## config.mk

```make
export PLATFORM = sky130hd
export DESIGN_NAME = spi_message_receiver
export DESIGN_NICKNAME = d
export VERILOG_FILES = /design/src/rtl/spi_message_receiver.sv
export SDC_FILE = /design/constraint.sdc
export NUM_CORES = 1
export LEC_CHECK = 0
export ABC_AREA = 1
export CORE_AREA = 10 10 87 127
export CTS_CLUSTER_SIZE = 30
export DETAILED_ROUTE_END_ITERATION = 10
export DIE_AREA = 0 0 97 137
export GPL_TIMING_DRIVEN = 0
export PLACE_DENSITY_LB_ADDON = 0.08
export SETUP_SLACK_MARGIN = 0.1
export SLEW_MARGIN = 25
export SYNTH_ARGS = -nofsm -noshare
export SYNTH_HDL_FRONTEND = slang
export SYNTH_SLANG_ARGS = --single-unit
```

## constraint.sdc

```tcl
create_clock -name clock -period 1.9 [get_ports clock]
set_clock_uncertainty 0.05 [all_clocks]
set_input_delay 0.38 -clock clock [delete_from_list [all_inputs] [get_ports clock]]
set_output_delay 0.38 -clock clock [all_outputs]
set_load 0.05 [all_outputs]
```

## src/rtl/spi_message_receiver.sv

```systemverilog
// spi_message_receiver
//   SPI target-side deserializer for 26-bit {address, flag, data} frames.
//   sclk, cs_n and mosi are oversampled in the clock domain. Frames are
//   assembled MSB first. A good frame (flag bit = 1) produces a one-cycle
//   msg_valid with registered address/data. Bad-flag, short and overrun
//   frames produce a one-cycle frame_error.
//
// Ports
//   clock        system clock, rising edge
//   reset        synchronous, active-high reset
//   sclk         SPI clock (async, idle low)
//   cs_n         SPI chip select (async, active low)
//   mosi         SPI serial data in (async)
//   miso         SPI serial data out (echo of previous good frame, or 0)
//   msg_valid    one-cycle pulse, new good frame latched
//   msg_address  address of last good frame
//   msg_data     data of last good frame
//   frame_error  one-cycle pulse, bad / short / overrun frame
//   msg_count    count of good frames, wraps
//
// Build option
//   SPI_RX_ECHO_EN  when defined, miso shifts out {msg_address, 1, msg_data}
//                   of the previous good frame during the current frame.
//
// State table
//   IDLE  | waiting for a cs_n falling edge
//   SHIFT | collecting frame bits on sclk rising edges
//   HOLD  | frame complete, waiting for cs_n to rise (flags one overrun)

module spi_message_receiver #(
    parameter int ADDR_WIDTH  = 9,
    parameter int DATA_WIDTH  = 16,
    parameter int COUNT_WIDTH = 8
) (
    input  logic                   clock,
    input  logic                   reset,
    input  logic                   sclk,
    input  logic                   cs_n,
    input  logic                   mosi,
    output logic                   miso,
    output logic                   msg_valid,
    output logic [ADDR_WIDTH-1:0]  msg_address,
    output logic [DATA_WIDTH-1:0]  msg_data,
    output logic                   frame_error,
    output logic [COUNT_WIDTH-1:0] msg_count
);

    localparam int FRAME_BITS = ADDR_WIDTH + 1 + DATA_WIDTH;
    localparam int CNT_W      = $clog2(FRAME_BITS + 1);
    localparam logic [CNT_W-1:0] LAST_BIT = CNT_W'(FRAME_BITS - 1);

    typedef enum logic [1:0] {
        IDLE  = 2'd0,
        SHIFT = 2'd1,
        HOLD  = 2'd2
    } state_t;

    // Synchronisers: two flops plus a history flop for edge detection.
    // mosi only needs its level, taken at the same stage as sclk_s2_q.
    logic sclk_s1_q, sclk_s2_q, sclk_h_q;
    logic cs_s1_q,   cs_s2_q,   cs_h_q;
    logic mosi_s1_q, mosi_s2_q;

    state_t                  state_q,   state_d;
    logic [FRAME_BITS-2:0]   shift_q,   shift_d;
    logic [CNT_W-1:0]        bit_cnt_q, bit_cnt_d;
    logic [ADDR_WIDTH-1:0]   addr_q,    addr_d;
    logic [DATA_WIDTH-1:0]   data_q,    data_d;
    logic [COUNT_WIDTH-1:0]  count_q,   count_d;
    logic                    valid_q,   valid_d;
    logic                    err_q,     err_d;
    logic                    overrun_q, overrun_d;
    logic [1:0]              warm_q,    warm_d;

    logic                    sclk_rise;
    logic                    cs_rise;
    logic                    cs_fall;
    logic [FRAME_BITS-1:0]   frame_next;

    assign sclk_rise  = sclk_s2_q & ~sclk_h_q;
    assign cs_rise    = cs_s2_q & ~cs_h_q;
    // The cs_n pipeline resets high; until real samples reach the history
    // flop a low cs_n would look like a falling edge, so mask it.
    assign cs_fall    = ~cs_s2_q & cs_h_q & (warm_q == 2'd0);
    assign frame_next = {shift_q, mosi_s2_q};

    always_comb begin
        state_d   = state_q;
        shift_d   = shift_q;
        bit_cnt_d = bit_cnt_q;
        addr_d    = addr_q;
        data_d    = data_q;
        count_d   = count_q;
        valid_d   = 1'b0;
        err_d     = 1'b0;
        overrun_d = overrun_q;
        warm_d    = (warm_q != 2'd0) ? warm_q - 2'd1 : 2'd0;

        case (state_q)
            IDLE: begin
                if (cs_fall) begin
                    bit_cnt_d = '0;
                    state_d   = SHIFT;
                end
            end
            SHIFT: begin
                if (sclk_rise) begin
                    shift_d   = frame_next[FRAME_BITS-2:0];
                    bit_cnt_d = bit_cnt_q + CNT_W'(1);
                    if (bit_cnt_q == LAST_BIT) begin
                        if (frame_next[DATA_WIDTH]) begin
                            addr_d  = frame_next[FRAME_BITS-1 -: ADDR_WIDTH];
                            data_d  = frame_next[DATA_WIDTH-1:0];
                            valid_d = 1'b1;
                            count_d = count_q + COUNT_WIDTH'(1);
                        end else begin
                            err_d = 1'b1;
                        end
                        overrun_d = 1'b0;
                        state_d   = HOLD;
                    end
                end
                // cs_n rise is evaluated after any sclk rise of the same cycle.
                if (cs_rise) begin
                    if (state_d == SHIFT && bit_cnt_d != '0) begin
                        err_d = 1'b1;
                    end
                    state_d = IDLE;
                end
            end
            HOLD: begin
                if (sclk_rise && !overrun_q) begin
                    err_d     = 1'b1;
                    overrun_d = 1'b1;
                end
                if (cs_rise) begin
                    state_d = IDLE;
                end
            end
            default: state_d = IDLE;
        endcase
    end

    always_ff @(posedge clock) begin
        if (reset) begin
            sclk_s1_q <= 1'b0;
            sclk_s2_q <= 1'b0;
            sclk_h_q  <= 1'b0;
            cs_s1_q   <= 1'b1;
            cs_s2_q   <= 1'b1;
            cs_h_q    <= 1'b1;
            mosi_s1_q <= 1'b0;
            mosi_s2_q <= 1'b0;
            state_q   <= IDLE;
            shift_q   <= '0;
            bit_cnt_q <= '0;
            addr_q    <= '0;
            data_q    <= '0;
            count_q   <= '0;
            valid_q   <= 1'b0;
            err_q     <= 1'b0;
            overrun_q <= 1'b0;
            warm_q    <= 2'd3;
        end else begin
            sclk_s1_q <= sclk;
            sclk_s2_q <= sclk_s1_q;
            sclk_h_q  <= sclk_s2_q;
            cs_s1_q   <= cs_n;
            cs_s2_q   <= cs_s1_q;
            cs_h_q    <= cs_s2_q;
            mosi_s1_q <= mosi;
            mosi_s2_q <= mosi_s1_q;
            state_q   <= state_d;
            shift_q   <= shift_d;
            bit_cnt_q <= bit_cnt_d;
            addr_q    <= addr_d;
            data_q    <= data_d;
            count_q   <= count_d;
            valid_q   <= valid_d;
            err_q     <= err_d;
            overrun_q <= overrun_d;
            warm_q    <= warm_d;
        end
    end

    assign msg_valid   = valid_q;
    assign msg_address = addr_q;
    assign msg_data    = data_q;
    assign frame_error = err_q;
    assign msg_count   = count_q;

`ifdef SPI_RX_ECHO_EN
    logic [FRAME_BITS-1:0] tx_q, tx_d;
    logic                  sclk_fall;

    assign sclk_fall = ~sclk_s2_q & sclk_h_q;

    always_comb begin
        tx_d = tx_q;
        if (state_q == IDLE && cs_fall) begin
            tx_d = {addr_q, 1'b1, data_q};
        end else if (state_q == SHIFT && sclk_fall) begin
            tx_d = {tx_q[FRAME_BITS-2:0], 1'b0};
        end
    end

    always_ff @(posedge clock) begin
        if (reset) begin
            tx_q <= '0;
        end else begin
            tx_q <= tx_d;
        end
    end

    assign miso = (state_q == SHIFT) ? tx_q[FRAME_BITS-1] : 1'b0;
`else
    assign miso = 1'b0;
`endif

endmodule

```

Word level (Yosys, flattened, before mapping). Index checks and enable logic that the tools add are counted.

Logic and storage cells: 79. Input bits: 5. Bits in registers: 78. Output and inout bits: 36.

Reductions and logical operators: 15. Multiplexer cells: 24. Bitwise logic cells: 10. $add $sub $neg: 3. Equality and inequality tests: 9.

Operators by type and width (count): 2-to-1 mux 5 bit (3); 2-to-1 mux 2 bit (7); 2-to-1 mux 1 bit (10); != test 2 bit (second input constant) (5); one-hot mux 5 bit (2 select lines) (1); adder 8 x 1 -> 8 bit (second input constant) (1); AND reduction 4 bit (2); inverter 1 bit (6); one-hot mux 2 bit (3 select lines) (1); AND reduction 2 bit (3); nonzero test 2 bit (3); adder 5 x 1 -> 5 bit (second input constant) (1); == test 5 bit (second input constant) (1); nonzero test 5 bit (1); bitwise AND 1 bit (4); == test 2 x 1 -> 1 bit (second input constant) (2); zero test 2 bit (2); one-hot mux 1 bit (2 select lines) (2); OR reduction 4 bit (1); == test 2 bit (second input constant) (1); logical AND 1 bit (2); subtractor 2 x 1 -> 2 bit (second input constant) (1); zero test 1 bit (1).

Longest topological paths before layout. Gate-level depths: netlist of the first run.

Word-level depth: 9. Gate-level depth with buffers: 11. Gate-level depth less buffers: 11.

Least setup slack after synthesis of the first run. Ideal clock, no wire load.

Path kind: register to register. Start point: register state_q[1]. End point: register count_q[4], in the netlist msg_count[4]. Data required time: 1732 ps. Setup time: 118 ps. Clock period less this slack: 1529 ps. Path buffers: 0. Slack: 371 ps. Arrival: 1361 ps. Cell stages (with the launch flop): 12. Cells stage by stage: dfxtp_1 inv_1 ha_1 nand2_4 nor2_4 inv_2 nor2_4 nand3_1 nor2_1 nand2_1 nand2_1 a21oi_1.

Cells in the longest elaborated chain, start to end: 2.

RTL lines: start: declaration (line 64) `state_t state_q, state_d;`; start signal: assignment (line 173) `state_q <= state_d;`; == test 2 x 1 -> 1 bit (line 99) `case (state_q)`; AND reduction 4 bit (no line); end signal: assignment (line 178) `count_q <= count_d;`; end: declaration (line 69) `logic [COUNT_WIDTH-1:0] count_q, count_d;`.

Every way passes these cells. A chain may end at the register's enable or synchronous reset.

Worst setup path after layout of the first run.
Start point: register count_q[2], in the netlist msg_count[2]. End point: output msg_count[2].

RTL lines: end: declaration (line 45) `output logic [COUNT_WIDTH-1:0] msg_count`.

No word-level cell between the ends.

==> impl_metrics.ini, run 1 <==
[detailed_routing]
dr.pass1.iters = 4
ant_nets = 0
wl_um = 7418
drc_errors = 0
post_drt_wl_per_cell_um = 13.61
routed_via_density = 4.628
via_count = 2522
drt_iter0_drc = 137

[clocking]
cts-resized-gates = 36
htreeDepth = 3
cts_tree = yes
numCtsBuffers = 9
insertion_delay_ps = 330
postCtsHoldBufs = 0
path_clk_slew_ps = 60
clockBufferDepth = 2
clock_sinks = 78
postCtsSetupBuffers = 0
root_buffer = clkbuf_16

[power_and_ir_drop]
swShare_pct = 20.55
pwr-share-seq_pct = 44.6
p_sw_mw = 0.7715
p_leak_nw = 1.678
power_frac_comb_pct = 3.9
intPower_mw = 2.983
clockPowerShare_pct = 51.6
peakVddDrop_v = 0.0004857
p_per_area_nw_per_um2 = 977.5
totalPowerFinal_mw = 3.755

[final_layout]
fill_cells = 910
multiInputGateArea_um2 = 1195
final_cell_mix = dfxtp_1 (77), a21oi_1 (54), nand2_1 (52)
n_antenna_cell = 0
fin_util_pct = 43.77
fin_cells = 545
design_area_um2 = 3841
nets = 441
area_delta_synth_final_pct = 27.70
seqCellArea_um2 = 1563
layout-drive-gt1-share_pct = 7.816
final_common_cell = dfxtp_1

[die]
dieArea_um2 = 13290
ios = 41
die_x_um = 97
core_area_um2 = 8776
start_util_pct = 34.27
die_h_um = 137
num_rows = 42

[worst_setup_path]
worstPathMaxFanout = 5
crit_type = flip-flop to output port
crit_chain = dlygate4sd2_1
end_kind = output port
critPathArrivalTime_ps = 1300
max_stage_delay_ps = 560
critPathSlowestCell = dlygate4sd2_1
critPathTopFamily = buffers and inverters
startpoint_type = flip-flop
worst-path-buf-inv = 1
ff2ff_path_depth = 9
r2r_end = msg_data[3]
r2r_setup_slack_ps = 210
required_ps = 1470
reg2reg_from = state_q[0]

[yosys]
syn_inst = 381
synth-seq-cells = 78
yosys_warnings = 0
synth_nets = 392
syn-cell-area_um2 = 3008
synth.avg_cell_area_um2 = 7.895
synth_cell_types = 26
yosysSeqAreaShare_pct = 51.91

[global_route]
grt.met3_usage_pct = 3.836
use_met2_pct = 20.42
grt_pass1_wl_um = 12310
gr-usage-met1_pct = 11.71
grt_pass1_vias = 2519
grt_max_degree = 14
grt_usage_pct = 11.43
grt-busiest-layer = met2
overflow = 0
antenna_found_initial = 0

[run]
maxCapViolCount = 0

[timing]
max_freq_mhz = 578.9
slew_violations = 0
rsz0062_at_grt = no
timing.max_slew.rel_slack_pct = 62.73
worst_slack_ps = 172.6
finalCritPeriodShare_pct = 90.92
min_period_ps = 1727
hold_ws_ps = 343.5
worstMarginPinSlew_ps = 559.0
fin_setup_tns_ps = 0
setup_violations = 0
final_hold_viol_count = 0

[worst_hold_path]
hold_end = sclk_s2_q
worstHoldStart = sclk_s1_q
whs_path_depth = 2
hp-class = flip-flop to flip-flop

[placed_design]
post-place-ws_ps = 54.51
dp_hpwl_um = 5385
postPlaceCellArea_um2 = 3526
placedCellCount = 529
gp_congestion = 0.7561
io_buffers = 38

[outcome]
outcome = finished clean
Yosys cell counts (all sizes together):
cell type	n	area [µm²]
nor4	1	6.260
nand2	53	206.5
a21oi	54	270.3
xnor2	1	8.760
a21boi	1	7.510
a22oi	1	7.510
clkbuf	12	45.04
buf	7	50.05
inv	45	168.9
xor2	3	26.28
o21ai	52	260.2
nor3	3	15.01
nand3	12	60.06
conb	1	3.750
o211ai	1	7.510
dfxtp	78	1562
nor2	43	183.9
ha	6	75.07
or2	2	12.51
nand4	5	31.28
how the worst max path moves through the flow:
stage | from | depth (start not counted) | end
2_1_floorplan | state_q[1] | 11 | msg_count[4]
3_3_place_gp | state_q[1] | 9 | msg_data[13]
3_5_place_dp | state_q[1] | 9 | msg_data[15]
4_1_cts | state_q[1] | 9 | msg_data[14]
5_1_grt | msg_count[2] | 1 | msg_count[2]
6_report | msg_count[2] | 1 | msg_count[2]
area by class of cell:
class | count | area share (%)
plain buffers | 19 | 2.671
clock buffers | 9 | 5.863
clock inverters | 7 | 2.932
inverters | 45 | 4.397
multi-input cells | 239 | 31.11
flip-flops and latches | 78 | 40.68
well taps | 110 | 3.583
repair buffers | 38 | 8.762
per-layer routing:
| layer | part of all wire, % | vias up | wire length, µm |
|---|---|---|---|
| li1 | - | 1332 | - |
| met1 | 43 | 1148 | 3157 |
| met2 | 51 | 32 | 3801 |
| met3 | 4.4 | 10 | 328 |
| met4 | 1.8 | 0 | 131 |
| met5 | 0 | - | 0 |
cell families after synthesis:
family / after synthesis / synth area share, %
simple gates: 119 / 17.14
compound gates: 109 / 18.39
flops: 78 / 51.91
buf+inv: 64 / 8.777
fa+ha+maj: 6 / 2.496
xor+xnor: 4 / 1.165
other cells: 1 / 0.1247
state kept, by name, indices dropped and copies added, names as in the netlist, 2 cells and up:
register / count
bit_cnt_q: 5
msg_address: 9
msg_count: 8
msg_data: 16
shift_q: 25
state_q: 2
warm_q: 2
power by group through the flow:
stage | Clock [mW] | Combinational (mW) | Sequential, mW
2_1_floorplan | 0 | 0.100 | 1.70
3_3_place_gp | 0 | 0.140 | 1.71
3_5_place_dp | 0 | 0.142 | 1.71
4_1_cts | 1.98 | 0.143 | 1.67
5_1_grt | 2.07 | 0.164 | 1.67
6_report | 1.94 | 0.145 | 1.67
(Power assumes the default switching activity.)
==> inputs of run 2 (changes only) <==
- ABC_AREA: 1 -> default
- CORE_AREA: 10 10 87 127 -> 10 10 89 129
- DIE_AREA: 0 0 97 137 -> 0 0 99 139
==> run 2 against run 1 <==
Against the previous run:
- synthesized area rose by 3.9%
- via count rose by 6.6%
- clock power fell by 24%
- sequential power barely moved
- flip-flop and latch count did not move
- routed wire length rose by 3.3%
- critical endpoint is now bit_cnt_q[4]
- largest power group is now sequential cells
==> impl_metrics.ini, run 2 <==
[outcome]
outcome = finished clean

[final_layout]
layout-drive-gt1-share_pct = 13.70
fin_util_pct = 43.63
n_antenna_cell = 0
largest_reg_flops = 25
nets = 447
final_cell_mix = nand2_1 (110), dfxtp_1 (73), a21oi_1 (62)
area_delta_synth_final_pct = 28.47
regMostFlops = shift_q
final_common_cell = nand2_1

[timing]
worstMarginPinSlew_ps = 652.6
setup_violations = 0
max_freq_mhz = 560.6
hold_ws_ps = 362.2
slew_violations = 0
rsz0062_at_grt = yes
min_period_ps = 1784
finalCritPeriodShare_pct = 93.88
final_hold_viol_count = 0
timing.max_slew.rel_slack_pct = 56.49
worst_slack_ps = 116.3

[worst_setup_path]
startpoint_type = flip-flop
critPathSlowestCell = or4b_4
reg2reg_from = cs_s2_q
critPathArrivalTime_ps = 1980
crit_chain = or4b_4 > buf_6 > nand2_2 > or4b_1 > a31oi_1
required_ps = 2100
crit_start = cs_s2_q
max_stage_delay_ps = 530
worstPathMaxFanout = 6
end_kind = flip-flop
ff2ff_path_depth = 5
crit_type = flip-flop to flip-flop

[clocking]
path_clk_slew_ps = 50
htreeDepth = 3
clock_sinks = 78
postCtsHoldBufs = 0
cts_tree = yes
root_buffer = clkbuf_16
numCtsBuffers = 9
clockBufferDepth = 2
insertion_delay_ps = 330

[power_and_ir_drop]
p_sw_mw = 0.6763
pwr-share-seq_pct = 51.5
p_leak_nw = 1.509
clockPowerShare_pct = 46.1
power_frac_comb_pct = 2.4
swShare_pct = 21.09
peakVddDrop_v = 0.0005260
p_per_area_nw_per_um2 = 798.7
intPower_mw = 2.530

[yosys]
synth-seq-cells = 78
synth_nets = 393
yosysSeqAreaShare_pct = 49.98
synth_edf_count = 0
synthFlopType = dfxtp_1
synthArstFlopShare_pct = 0
syn_inst = 382
syn-cell-area_um2 = 3124
ys_top_cells_by_area = dfxtp_1 (50%), nand2_1 (13%), a21oi_1 (10%), clkbuf_1 (2.4%), ha_1 (2.4%)
synth_cell_types = 45
synth_top_area_cell = dfxtp_1
netlist_top_cells_count = nand2_1 (111), dfxtp_1 (78), a21oi_1 (64)
synth.top_cell.area_share_pct = 49.98
yosys_warnings = 0
synth.avg_cell_area_um2 = 8.179
yosysMostFrequentCell = nand2_1

[global_route]
use_met2_pct = 20.08
antenna_found_initial = 0
overflow = 0
grt-busiest-layer = met2
grt_max_degree = 12
gr-usage-met1_pct = 11.88
grt_usage_pct = 11.19
grt_pass1_wl_um = 12730
grt_pass1_vias = 2579
grt.met3_usage_pct = 2.943

[die]
core_area_um2 = 9200
die_h_um = 139
die_x_um = 99
num_rows = 43
start_util_pct = 33.96
ios = 41
dieArea_um2 = 13760

[detailed_routing]
post_drt_wl_per_cell_um = 13.93
drt_iter0_drc = 110
dr.pass1.iters = 4
routed_via_density = 4.889
via_count = 2689
wl_um = 7664
drc_errors = 0
ant_nets = 0

[placed_design]
io_buffers = 38
dp_hpwl_um = 5597
gp_congestion = 0.8083
post-place-ws_ps = -276.2

[worst_hold_path]
whs_path_depth = 1
hp-class = flip-flop to flip-flop
worstHoldStart = cs_s1_q

[run]
maxCapViolCount = 0
run 2: cell types whose count changed after synthesis, sizes merged, moves of 5 or more:
| cell | change |
|---|---|
| nand3 | -7 |
| o21ai | -41 |
| inv | -38 |
| nor2b | +7 |
| or3 | +5 |
| nand2 | +59 |
| a21oi | +11 |
| clkbuf | +8 |
| nor2 | -36 |
run 2: area by class of cell:
class / count / area [µm²]
Buffer: 29 / 195.2
Fill cell: 959 / 5186
Sequential cell: 78 / 1573
Multi-Input combinational cell: 268 / 1460
Clock buffer: 11 / 232.7
Clock inverter: 2 / 12.51
Timing Repair Buffer: 43 / 371.6
Inverter: 7 / 28.78
Tap cell: 112 / 140.1
run 2: logic make-up after synthesis:
family                     synth area share (%)
and+or+nand+nor                           24.19
AOI/OAI and AO/OA                         17.18
DFF                                       49.98
buffers and inverters                     4.966
adders and majority gates                 2.403
xor gates and xnor gates                 0.8412
other                                    0.1200
muxes                                    0.3204
run 2: power groups by stage:
stage | registers (mW) | clock network, mW | logic, mW
detailed placement | 1.69 | 0 | 0.0759
global placement | 1.69 | 0 | 0.0755
global route | 1.65 | 1.58 | 0.0861
floorplan | 1.69 | 0 | 0.0493
finish | 1.65 | 1.48 | 0.0773
CTS | 1.65 | 1.52 | 0.0768
run 2: worst max-delay path: cells and delay by family, from the launching register on:
kind	cells	cell delay, ps
buffers and inverters	1	150
flip-flops	1	330
AO/OA/AOI/OAI	1	150
AND/OR/NAND/NOR	3	1030
run 2: timing repair:
action / in CTS / in global routing
pin swaps: 5 / 8
setup buffers: 1 / 4
setup endpoints to repair: 94 / 49
gates resized for setup: 62 / 25
run 2: metal layers:
layer / routed length (µm) / vias to the layer above / share of wire, %
met5: 0 / - / 0
met4: 93 / 0 / 1.2
met3: 287 / 6 / 3.7
met2: 4153 / 30 / 54
met1: 3129 / 1262 / 41
li1: - / 1391 / -
run 2: metrics by stage:
stage               TNS (ps)  cells  instance area (µm²)  total power [mW]
global route               0    550                 4014             3.318
CTS                        0    546                 3921             3.248
global placement       -5843    532                 3647             1.766
finish                     0    550                 4014             3.206
detailed placement     -7331    532                 3647             1.766
floorplan                  0    382                 3127             1.737
run 2: path summary, 6_finish.rpt:
check	endpoint	slack, ps
setup / recovery	bit_cnt_q[4]	120
hold / removal	cs_s2_q	360
setup reg to reg	bit_cnt_q[4]	120
hold reg to reg	cs_s2_q	360
==> edit (settings of run 2) <==
The option `SPI_RX_ECHO_EN` is turned on by a define.
--- a/src/rtl/spi_message_receiver.sv
+++ b/src/rtl/spi_message_receiver.sv
@@ -27,4 +27,6 @@
 //   SHIFT | collecting frame bits on sclk rising edges
 //   HOLD  | frame complete, waiting for cs_n to rise (flags one overrun)
+
+`define SPI_RX_ECHO_EN
 
 module spi_message_receiver #(
Behaviour: same outputs for any inputs over 10 cycles, from zero or initial values and one cycle with reset high; that may be too few to reach the edited logic, so the function may still have changed.
==> edit against run 2 <==
Critical path depth stayed put. Sequential power increased by 34%. Power grew 37%. Setup slack worse by 0.031 ns. Final area increased by 31%. Synthesized area is 37% higher. Wire length grew 27%. Sequential cell count rose by 26. Largest power group unchanged.
==> edit: results (changes against run 2) <==
Outcome
  • Status: finished, final reports clean

Synth
  • Synth top area cells: dfxtp_1, nand2_1, a21oi_1
  • Synth Area per Inst: 8.83 um^2 (+7.9%)
  • Netlist cell types: 43 (-4.4%)
  • Synth cell count leaders: nand2_1, dfxtp_1, a21oi_1, nor2_1, a211oi_1
  • Syn nets: 497 (+26%)

Pwr
  • Peak supply drop: 0.523 mV (-0.52%)
  • Leak: 2.30 nW (+52%)

GRT
  • Gr usage total: 0.142 (+0.0300)
  • Largest net degree at the start of global routing: 17 (+5)
  • Vias in the first global route: 3,337 (+29%)

Critical path
  • R2R Path Start: bit_cnt_q[1]
  • Crit-path slowest cell: dfxtp_2
  • CP arrival: 1.38 ns (-0.60 ns)
  • R2R Setup Slk: 0.24 ns (+0.12 ns)

Cells and area
  • Fillers: 897 (-6.5%)
  • Nets: 553 (+24%)
  • Largest Register: tx_q

Routing
  • DR iter-0 viols: 155 (+41%)
  • Via count: 3,399 (+26%)
  • Routed length per instance: 14.7 um (+5.7%)

Place
  • Routability cong.: 0.890 (+10%)
  • Post-DP HPWL: 7130 um (+27%)
  • # port buffers: 40 (+5.3%)

CTS
  • Setup repair bufs after CTS: 0 (-1)
  • Clock transition at path regs: 0.07 ns (+0.02 ns)
  • Post-CTS sizing: 54 (-13%)
==> edit: cell count changes in the layout (fill, tap and decap cells not counted), moves of 4 or more <==
| cell | change |
|---|---|
| or3_1 | -5 |
| nor3_1 | +10 |
| xnor2_1 | +5 |
| clkbuf_1 | -6 |
| clkbuf_2 | +4 |
| nor2_1 | +30 |
| nand3b_1 | +4 |
| mux2i_1 | +27 |
| dfxtp_1 | +27 |
| a211oi_1 | +25 |
==> edit: worst max path at each step <==
stage / startpoint / end / slack (ns)
6_report: state_q[1] / miso / 0.09
5_1_grt: state_q[1] / miso / 0.04
4_1_cts: state_q[1] / miso / -0.001
3_5_place_dp: state_q[1] / miso / -0.47
3_3_place_gp: state_q[1] / miso / -0.47
2_1_floorplan: state_q[1] / miso / 0.22
==> edit: logic make-up after synthesis <==
kind of cell,Yosys count,share of synthesized area
adder cells (fa/ha/maj),6,0.0175
buffers and inverters,36,0.0458
AO/OA/AOI/OAI,107,0.148
flip-flops,104,0.485
AND/OR/NAND/NOR,198,0.224
XOR/XNOR,8,0.0163
multiplexers,27,0.0630
==> edit: per-layer routing <==
metal / vias to the layer above / global-route usage / wire, um
li1: 1769 / - / -
met1: 1563 / 0.160 / 4250
met2: 54 / 0.247 / 4890
met3: 13 / 0.0389 / 405
met4: 0 / 0.0492 / 154
met5: - / 0 / 0
==> edit: final cells by class <==
class	count	area, um^2	area share
clock inverters	4	73.8	0.0141
repair buffers	45	417	0.0794
multi-input cells	346	2050	0.390
inverters	5	18.8	0.00358
plain buffers	31	199	0.0379
well taps	112	140	0.0267
flip-flops and latches	104	2090	0.398
clock buffers	12	267	0.0508
==> edit: power breakdown <==
part           internal [mW]  total, mW  switching [mW]
combinational         0.0368     0.0973          0.0605
clock                   1.27       2.07           0.809
sequential              2.20       2.21          0.0158
